`src/rtl/counter_modulo4_sequencer.sv`:
```
// Sequencer for an external asynchronous modulo-4 ripple counter: optional clear phase,
// a programmed burst of fixed-rate pulses, and a settled-output check after every pulse.
module counter_modulo4_sequencer #(
    parameter int HALF_PERIOD  = 2,
    parameter int CLEAR_CYCLES = 2
) (
    input  logic       clockpulse,
    input  logic       clear,
    input  logic       start,
    input  logic       clear_first,
    input  logic [7:0] pulse_count,
    input  logic [1:0] counter_q,
    output logic       cnt_cp,
    output logic       cnt_clr_,
    output logic       busy,
    output logic       done,
    output logic [7:0] pulses_sent,
    output logic [6:0] wrap_count,
    output logic       error
);
    localparam int MAX_LEN = (HALF_PERIOD > CLEAR_CYCLES) ? HALF_PERIOD : CLEAR_CYCLES;
    localparam int TW      = (MAX_LEN > 1) ? $clog2(MAX_LEN) : 1;
    localparam logic [TW-1:0] HALF_LOAD  = TW'(HALF_PERIOD - 1);
    localparam logic [TW-1:0] CLEAR_LOAD = TW'(CLEAR_CYCLES - 1);

    typedef enum logic [2:0] {
        S_IDLE,
        S_CLEAR,
        S_PULSE_HI,
        S_PULSE_LO,
        S_DONE
    } state_t;

    state_t        state_reg;
    logic [TW-1:0] timer_reg;
    logic [7:0]    count_reg;
    logic [1:0]    exp_reg;
    logic          cnt_cp_reg;
    logic          cnt_clr_reg;
    logic          busy_reg;
    logic          done_reg;
    logic [7:0]    pulses_reg;
    logic [6:0]    wrap_reg;
    logic          error_reg;

    // Values taken on entry to PULSE_HI; from IDLE the run starts at the sampled counter value.
    logic [1:0] step_base;
    logic [1:0] exp_step_next;
    logic [6:0] wrap_step_next;
    logic [7:0] pulses_step_next;

    always_comb begin
        step_base        = (state_reg == S_IDLE) ? counter_q : exp_reg;
        exp_step_next    = step_base + 2'd1;
        wrap_step_next   = ((state_reg == S_IDLE) ? 7'd0 : wrap_reg)
                           + {6'd0, (step_base == 2'd3)};
        pulses_step_next = ((state_reg == S_IDLE) ? 8'd0 : pulses_reg) + 8'd1;
    end

    always_ff @(posedge clockpulse) begin
        if (clear) begin
            state_reg   <= S_IDLE;
            timer_reg   <= '0;
            count_reg   <= '0;
            exp_reg     <= '0;
            cnt_cp_reg  <= 1'b0;
            cnt_clr_reg <= 1'b0;
            busy_reg    <= 1'b0;
            done_reg    <= 1'b0;
            pulses_reg  <= '0;
            wrap_reg    <= '0;
            error_reg   <= 1'b0;
        end else begin
            done_reg <= 1'b0;
            unique case (state_reg)
                S_IDLE: begin
                    cnt_cp_reg  <= 1'b0;
                    cnt_clr_reg <= 1'b1;
                    busy_reg    <= 1'b0;
                    if (start) begin
                        count_reg  <= pulse_count;
                        pulses_reg <= '0;
                        wrap_reg   <= '0;
                        error_reg  <= 1'b0;
                        busy_reg   <= 1'b1;
                        if (clear_first) begin
                            exp_reg     <= 2'd0;
                            cnt_clr_reg <= 1'b0;
                            timer_reg   <= CLEAR_LOAD;
                            state_reg   <= S_CLEAR;
                        end else if (pulse_count != 8'd0) begin
                            exp_reg    <= exp_step_next;
                            wrap_reg   <= wrap_step_next;
                            pulses_reg <= pulses_step_next;
                            cnt_cp_reg <= 1'b1;
                            timer_reg  <= HALF_LOAD;
                            state_reg  <= S_PULSE_HI;
                        end else begin
                            exp_reg   <= counter_q;
                            busy_reg  <= 1'b0;
                            done_reg  <= 1'b1;
                            state_reg <= S_DONE;
                        end
                    end
                end

                S_CLEAR: begin
                    if (timer_reg == '0) begin
                        cnt_clr_reg <= 1'b1;
                        if (count_reg != 8'd0) begin
                            exp_reg    <= exp_step_next;
                            wrap_reg   <= wrap_step_next;
                            pulses_reg <= pulses_step_next;
                            cnt_cp_reg <= 1'b1;
                            timer_reg  <= HALF_LOAD;
                            state_reg  <= S_PULSE_HI;
                        end else begin
                            busy_reg  <= 1'b0;
                            done_reg  <= 1'b1;
                            state_reg <= S_DONE;
                        end
                    end else begin
                        timer_reg <= timer_reg - 1'b1;
                    end
                end

                S_PULSE_HI: begin
                    if (timer_reg == '0) begin
                        cnt_cp_reg <= 1'b0;
                        timer_reg  <= HALF_LOAD;
                        state_reg  <= S_PULSE_LO;
                    end else begin
                        timer_reg <= timer_reg - 1'b1;
                    end
                end

                S_PULSE_LO: begin
                    if (timer_reg == '0) begin
                        // The counter has had a full low half-period to settle; a miss is recorded, not fatal.
                        if (counter_q != exp_reg) begin
                            error_reg <= 1'b1;
                        end
                        if (pulses_reg < count_reg) begin
                            exp_reg    <= exp_step_next;
                            wrap_reg   <= wrap_step_next;
                            pulses_reg <= pulses_step_next;
                            cnt_cp_reg <= 1'b1;
                            timer_reg  <= HALF_LOAD;
                            state_reg  <= S_PULSE_HI;
                        end else begin
                            busy_reg  <= 1'b0;
                            done_reg  <= 1'b1;
                            state_reg <= S_DONE;
                        end
                    end else begin
                        timer_reg <= timer_reg - 1'b1;
                    end
                end

                S_DONE: begin
                    state_reg <= S_IDLE;
                end

                default: begin
                    state_reg <= S_IDLE;
                end
            endcase
        end
    end

    assign cnt_cp      = cnt_cp_reg;
    assign cnt_clr_    = cnt_clr_reg;
    assign busy        = busy_reg;
    assign done        = done_reg;
    assign pulses_sent = pulses_reg;
    assign wrap_count  = wrap_reg;
    assign error       = error_reg;

endmodule

```
`config.mk`:
```
export PLATFORM = sky130hd
export DESIGN_NAME = counter_modulo4_sequencer
export DESIGN_NICKNAME = d
export VERILOG_FILES = /design/src/rtl/counter_modulo4_sequencer.sv
export SDC_FILE = /design/constraint.sdc
export NUM_CORES = 1
export LEC_CHECK = 0
export ABC_AREA = 1
export BUFFER_PORTS_ARGS = -buffer_cell sky130_fd_sc_hd__buf_2
export CAP_MARGIN = 25
export CORE_MARGIN = 3
export CORE_UTILIZATION = 52
export CTS_CLUSTER_SIZE = 16
export DETAILED_ROUTE_END_ITERATION = 7
export GPL_TIMING_DRIVEN = 0
export HOLD_SLACK_MARGIN = 0.15
export PLACE_DENSITY = 0.74
export SYNTH_ARGS = -nofsm -noshare
export SYNTH_HDL_FRONTEND = slang
export SYNTH_SLANG_ARGS = --single-unit
```
`constraint.sdc`:
```
create_clock -name clockpulse -period 2.2 [get_ports clockpulse]
set_clock_uncertainty 0.1 [all_clocks]
set_input_delay 0.11 -clock clockpulse [delete_from_list [all_inputs] [get_ports clockpulse]]
set_output_delay 0.11 -clock clockpulse [all_outputs]
set_load 0.01 [all_outputs]
```
==> results.sh <==
export IMPL_status="finished clean"
export IMPL_powerDensity_mw_per_mm2=1510
export IMPL_gr_total_overflow=0
export IMPL_hold_class="input port to flop"
export IMPL_grt_pass1_wl_um=9720
export IMPL_synth_distinct_cells=29
export IMPL_insertion_delay_ns=0.29
export IMPL_synth_commonest_cells="nand2_1 (88), nor2_1 (58), inv_1 (55), dfxtp_1 (34), a21oi_1 (20)"
export IMPL_worst_setup_path_type="flop to flop"
export IMPL_slowest_delay_ns=0.35
export IMPL_rr_worst_depth=17
export IMPL_rows=23
export IMPL_fp_dieW_um=72.4
export IMPL_floorplan_initialDensity=0.557
export IMPL_drc=0
export IMPL_cts_sinks=34
export IMPL_post_synth_top_count_cell="nand2_1"
export IMPL_max_vdd_ir_drop_mv=0.903
export IMPL_io_pins=34
export IMPL_numPortBuffers=33
export IMPL_antenna_cells=0
export IMPL_p_sw_mw=2.09
export IMPL_grt_pass1_vias=2108
export IMPL_critPathMaxFanout=5
export IMPL_setup_tns_ns=0
export IMPL_sw_frac_of_total=0.487
export IMPL_antenna_found_initial=0
export IMPL_yosysTopAreaCell="dfxtp_1"
export IMPL_drt_pre_antenna_iters=4
export IMPL_syn_area_per_cell_um2=6.35
export IMPL_yosys_warnings=0
export IMPL_clock_path_buffers=2
export IMPL_dieArea_mm2=0.00524
export IMPL_r2r_start="state_reg[1]$_SDFFE_PP0P_"
export IMPL_relSlewSlack=0.618
export IMPL_power_frac_comb=0.638
export IMPL_htree_levels=2
export IMPL_p_int_mw=2.20
export IMPL_synthToLayoutAreaGrowth_pct=24.2
export IMPL_min_from="clear_first"
export IMPL_cts_made_buffers=5
export IMPL_synth_edf_count=0
export IMPL_ys_ff_latch=34
export IMPL_fp_dieH_um=72.4
export IMPL_startpoint="state_reg[1]$_SDFFE_PP0P_"
export IMPL_finalCritPeriodShare=0.996
export IMPL_cp_cell_sequence="nor2_4 -> nand2_4 -> inv_6 -> buf_8 -> nand2_4 -> o21ai_2 -> ha_2 -> ha_4 -> ha_4 -> nand2_1 -> nand3b_1 -> nor3_2 -> nand2_1 -> nand2_1 -> nor2_1 -> nor2_1 -> nor2_1"
export IMPL_whs_ns=0.153
export IMPL_ctsRootBufferMaster="clkbuf_8"
export IMPL_fin_nets=444
export IMPL_drt_total_wl_um=5900
export IMPL_slew_violations=0
export IMPL_hold_viol=0
export IMPL_vias=2379
export IMPL_gp_congestion=0.844
export IMPL_holdPathStages=4
export IMPL_ys_flop_type="dfxtp_1"
export IMPL_slowest_stage="dfxtp_4"
export IMPL_tightest_slew_ns=0.568
export IMPL_yosysSeqAreaShare=0.297
export IMPL_ys_top_cells_by_area="dfxtp_1 (30%), nand2_1 (14%), nor2_1 (9.5%)"
export IMPL_drive_gt1_frac=0.226
export IMPL_core_area_mm2=0.00412
export IMPL_synth_fp_nets=386
export IMPL_track_usage=0.235
export IMPL_async_flop_share=0
export IMPL_cap_viol_max_count=0
export IMPL_cts_tree="yes"
export IMPL_fillCellCount=365
export IMPL_rsz0062_at_grt="true"
export IMPL_cts_reportedPaths_clkPinSlew_ns=0.08
export IMPL_fmax_ghz=0.456
export IMPL_p_clk_frac=0.114
export IMPL_fin_util=0.692
export IMPL_wl_per_cell_um=12.6
export IMPL_end_kind="flop"
export IMPL_dr_first_iter_drc_count=144
export IMPL_antenna_left=0
export IMPL_cp_start_kind="flop"
export IMPL_grt_start_max_net_pins=11
export IMPL_syn_area_mm2=0.00229
export IMPL_fin_crit_ns=2.19
export IMPL_cp_required_ns=2.30
export IMPL_crit_arrival_ns=2.29
export IMPL_vias_per_cell=5.06
export IMPL_synth_top_area_share=0.297
export IMPL_syn_inst=361
export IMPL_setup_viol=0
export IMPL_leakage_nw=1.45
export IMPL_seq_power_share=0.248
export IMPL_hpwlAfterDp_um=4190
-- stage by stage --
step | total power [mW] | std cells | worst slack [ns] | instance area [um^2]
floorplan | 2.99 | 361 | 0.000574 | 2330
global placement | 3.55 | 444 | -0.204 | 2560
detailed placement | 3.62 | 444 | -0.219 | 2560
CTS | 4.27 | 470 | 0.00131 | 2820
global route | 4.70 | 470 | -0.153 | 2850
finish | 4.30 | 470 | 0.00896 | 2850
-- critical path, delay by kind of cell, from the launching register on --
kind	cells	cell delay (ns)
fa+ha+maj	3	0.46
buf+inv	2	0.19
simple gates	11	0.95
compound gates	1	0.05
flops	1	0.35
-- cells by family (layout without fill, tap and decap cells) --
kind of cell	Yosys count	after routing	synth area share
AND/OR/NAND/NOR	201	201	0.400
buffers and inverters	69	128	0.128
AO/OA/AOI/OAI	42	42	0.0998
flip-flops	34	34	0.297
adder cells (fa/ha/maj)	11	11	0.0600
XOR/XNOR	4	4	0.0153
-- final timing paths --
check | to | slack (ns)
max | wrap_count[6]$_SDFFE_PP0P_ | 0.009
min reg2reg | error$_SDFFE_PP0P_ | 0.37
max reg2reg | wrap_count[6]$_SDFFE_PP0P_ | 0.009
min | cnt_clr_$_SDFFE_PP0P_ | 0.15
-- layout make-up --
type                       count  area (um^2)  area share
multi-input combinational    258         1370       0.482
sequential                    34          687       0.241
timing repair buffer          51          330       0.116
inverter                      58          223      0.0782
clock buffer                   7         86.3      0.0303
buffer                        11         82.6      0.0290
tap                           50         62.6      0.0220
clock inverter                 1         5.00     0.00176
-- timing repair --
item | 4_1_cts | 5_1_grt
setup endpoints to repair | 3 | 4
hold endpoints to repair | 16 | 0
pin swaps | 3 | 7
resized for setup | 3 | 10
hold buffers | 12 | 0
buffers inserted | 6 | 0
-- power by group through the flow --
stage | Clock [mW] | Combinational, mW | Sequential [mW]
after floorplan | 0 | 1.87 | 1.12
after global placement | 0 | 2.47 | 1.08
after detailed placement | 0 | 2.54 | 1.08
after CTS | 0.499 | 2.70 | 1.06
after global routing | 0.522 | 3.08 | 1.10
final | 0.490 | 2.74 | 1.06
-- layer usage --
layer,track usage,wire length [um],up-vias,share of wire
met3,0.0429,319,12,0.054
met5,0,0,-,0
met4,0.0820,121,0,0.021
li1,-,-,1241,-
met2,0.380,2770,55,0.47
met1,0.313,2690,1071,0.46
-- layout by cell type (no fill, tap or decap), types with 2 or more instances in the layout --
master / netlist / final
inv_2: 2 / 2
o21ai_1: 0 / 3
ha_2: 0 / 2
dlygate4sd3_1: 0 / 12
nand2_1: 88 / 87
o21ai_0: 18 / 14
clkbuf_8: 0 / 6
a21oi_1: 20 / 20
nand3_1: 16 / 15
nor2_4: 2 / 2
ha_4: 0 / 2
ha_1: 11 / 7
clkbuf_1: 1 / 2
o211ai_1: 2 / 2
nor3_1: 3 / 3
nand4_1: 11 / 11
buf_4: 0 / 6
xnor2_1: 2 / 2
xor2_1: 2 / 2
nand3b_1: 2 / 2
dfxtp_2: 0 / 2
nor3_2: 2 / 2
inv_1: 55 / 55
or2_2: 2 / 2
buf_6: 3 / 3
buf_2: 7 / 39
nand2_4: 1 / 2
dfxtp_1: 34 / 31
nor2_1: 58 / 56
nand2_2: 10 / 10
nor2_2: 4 / 6
Note: power is estimated with default switching activity, not from simulation.
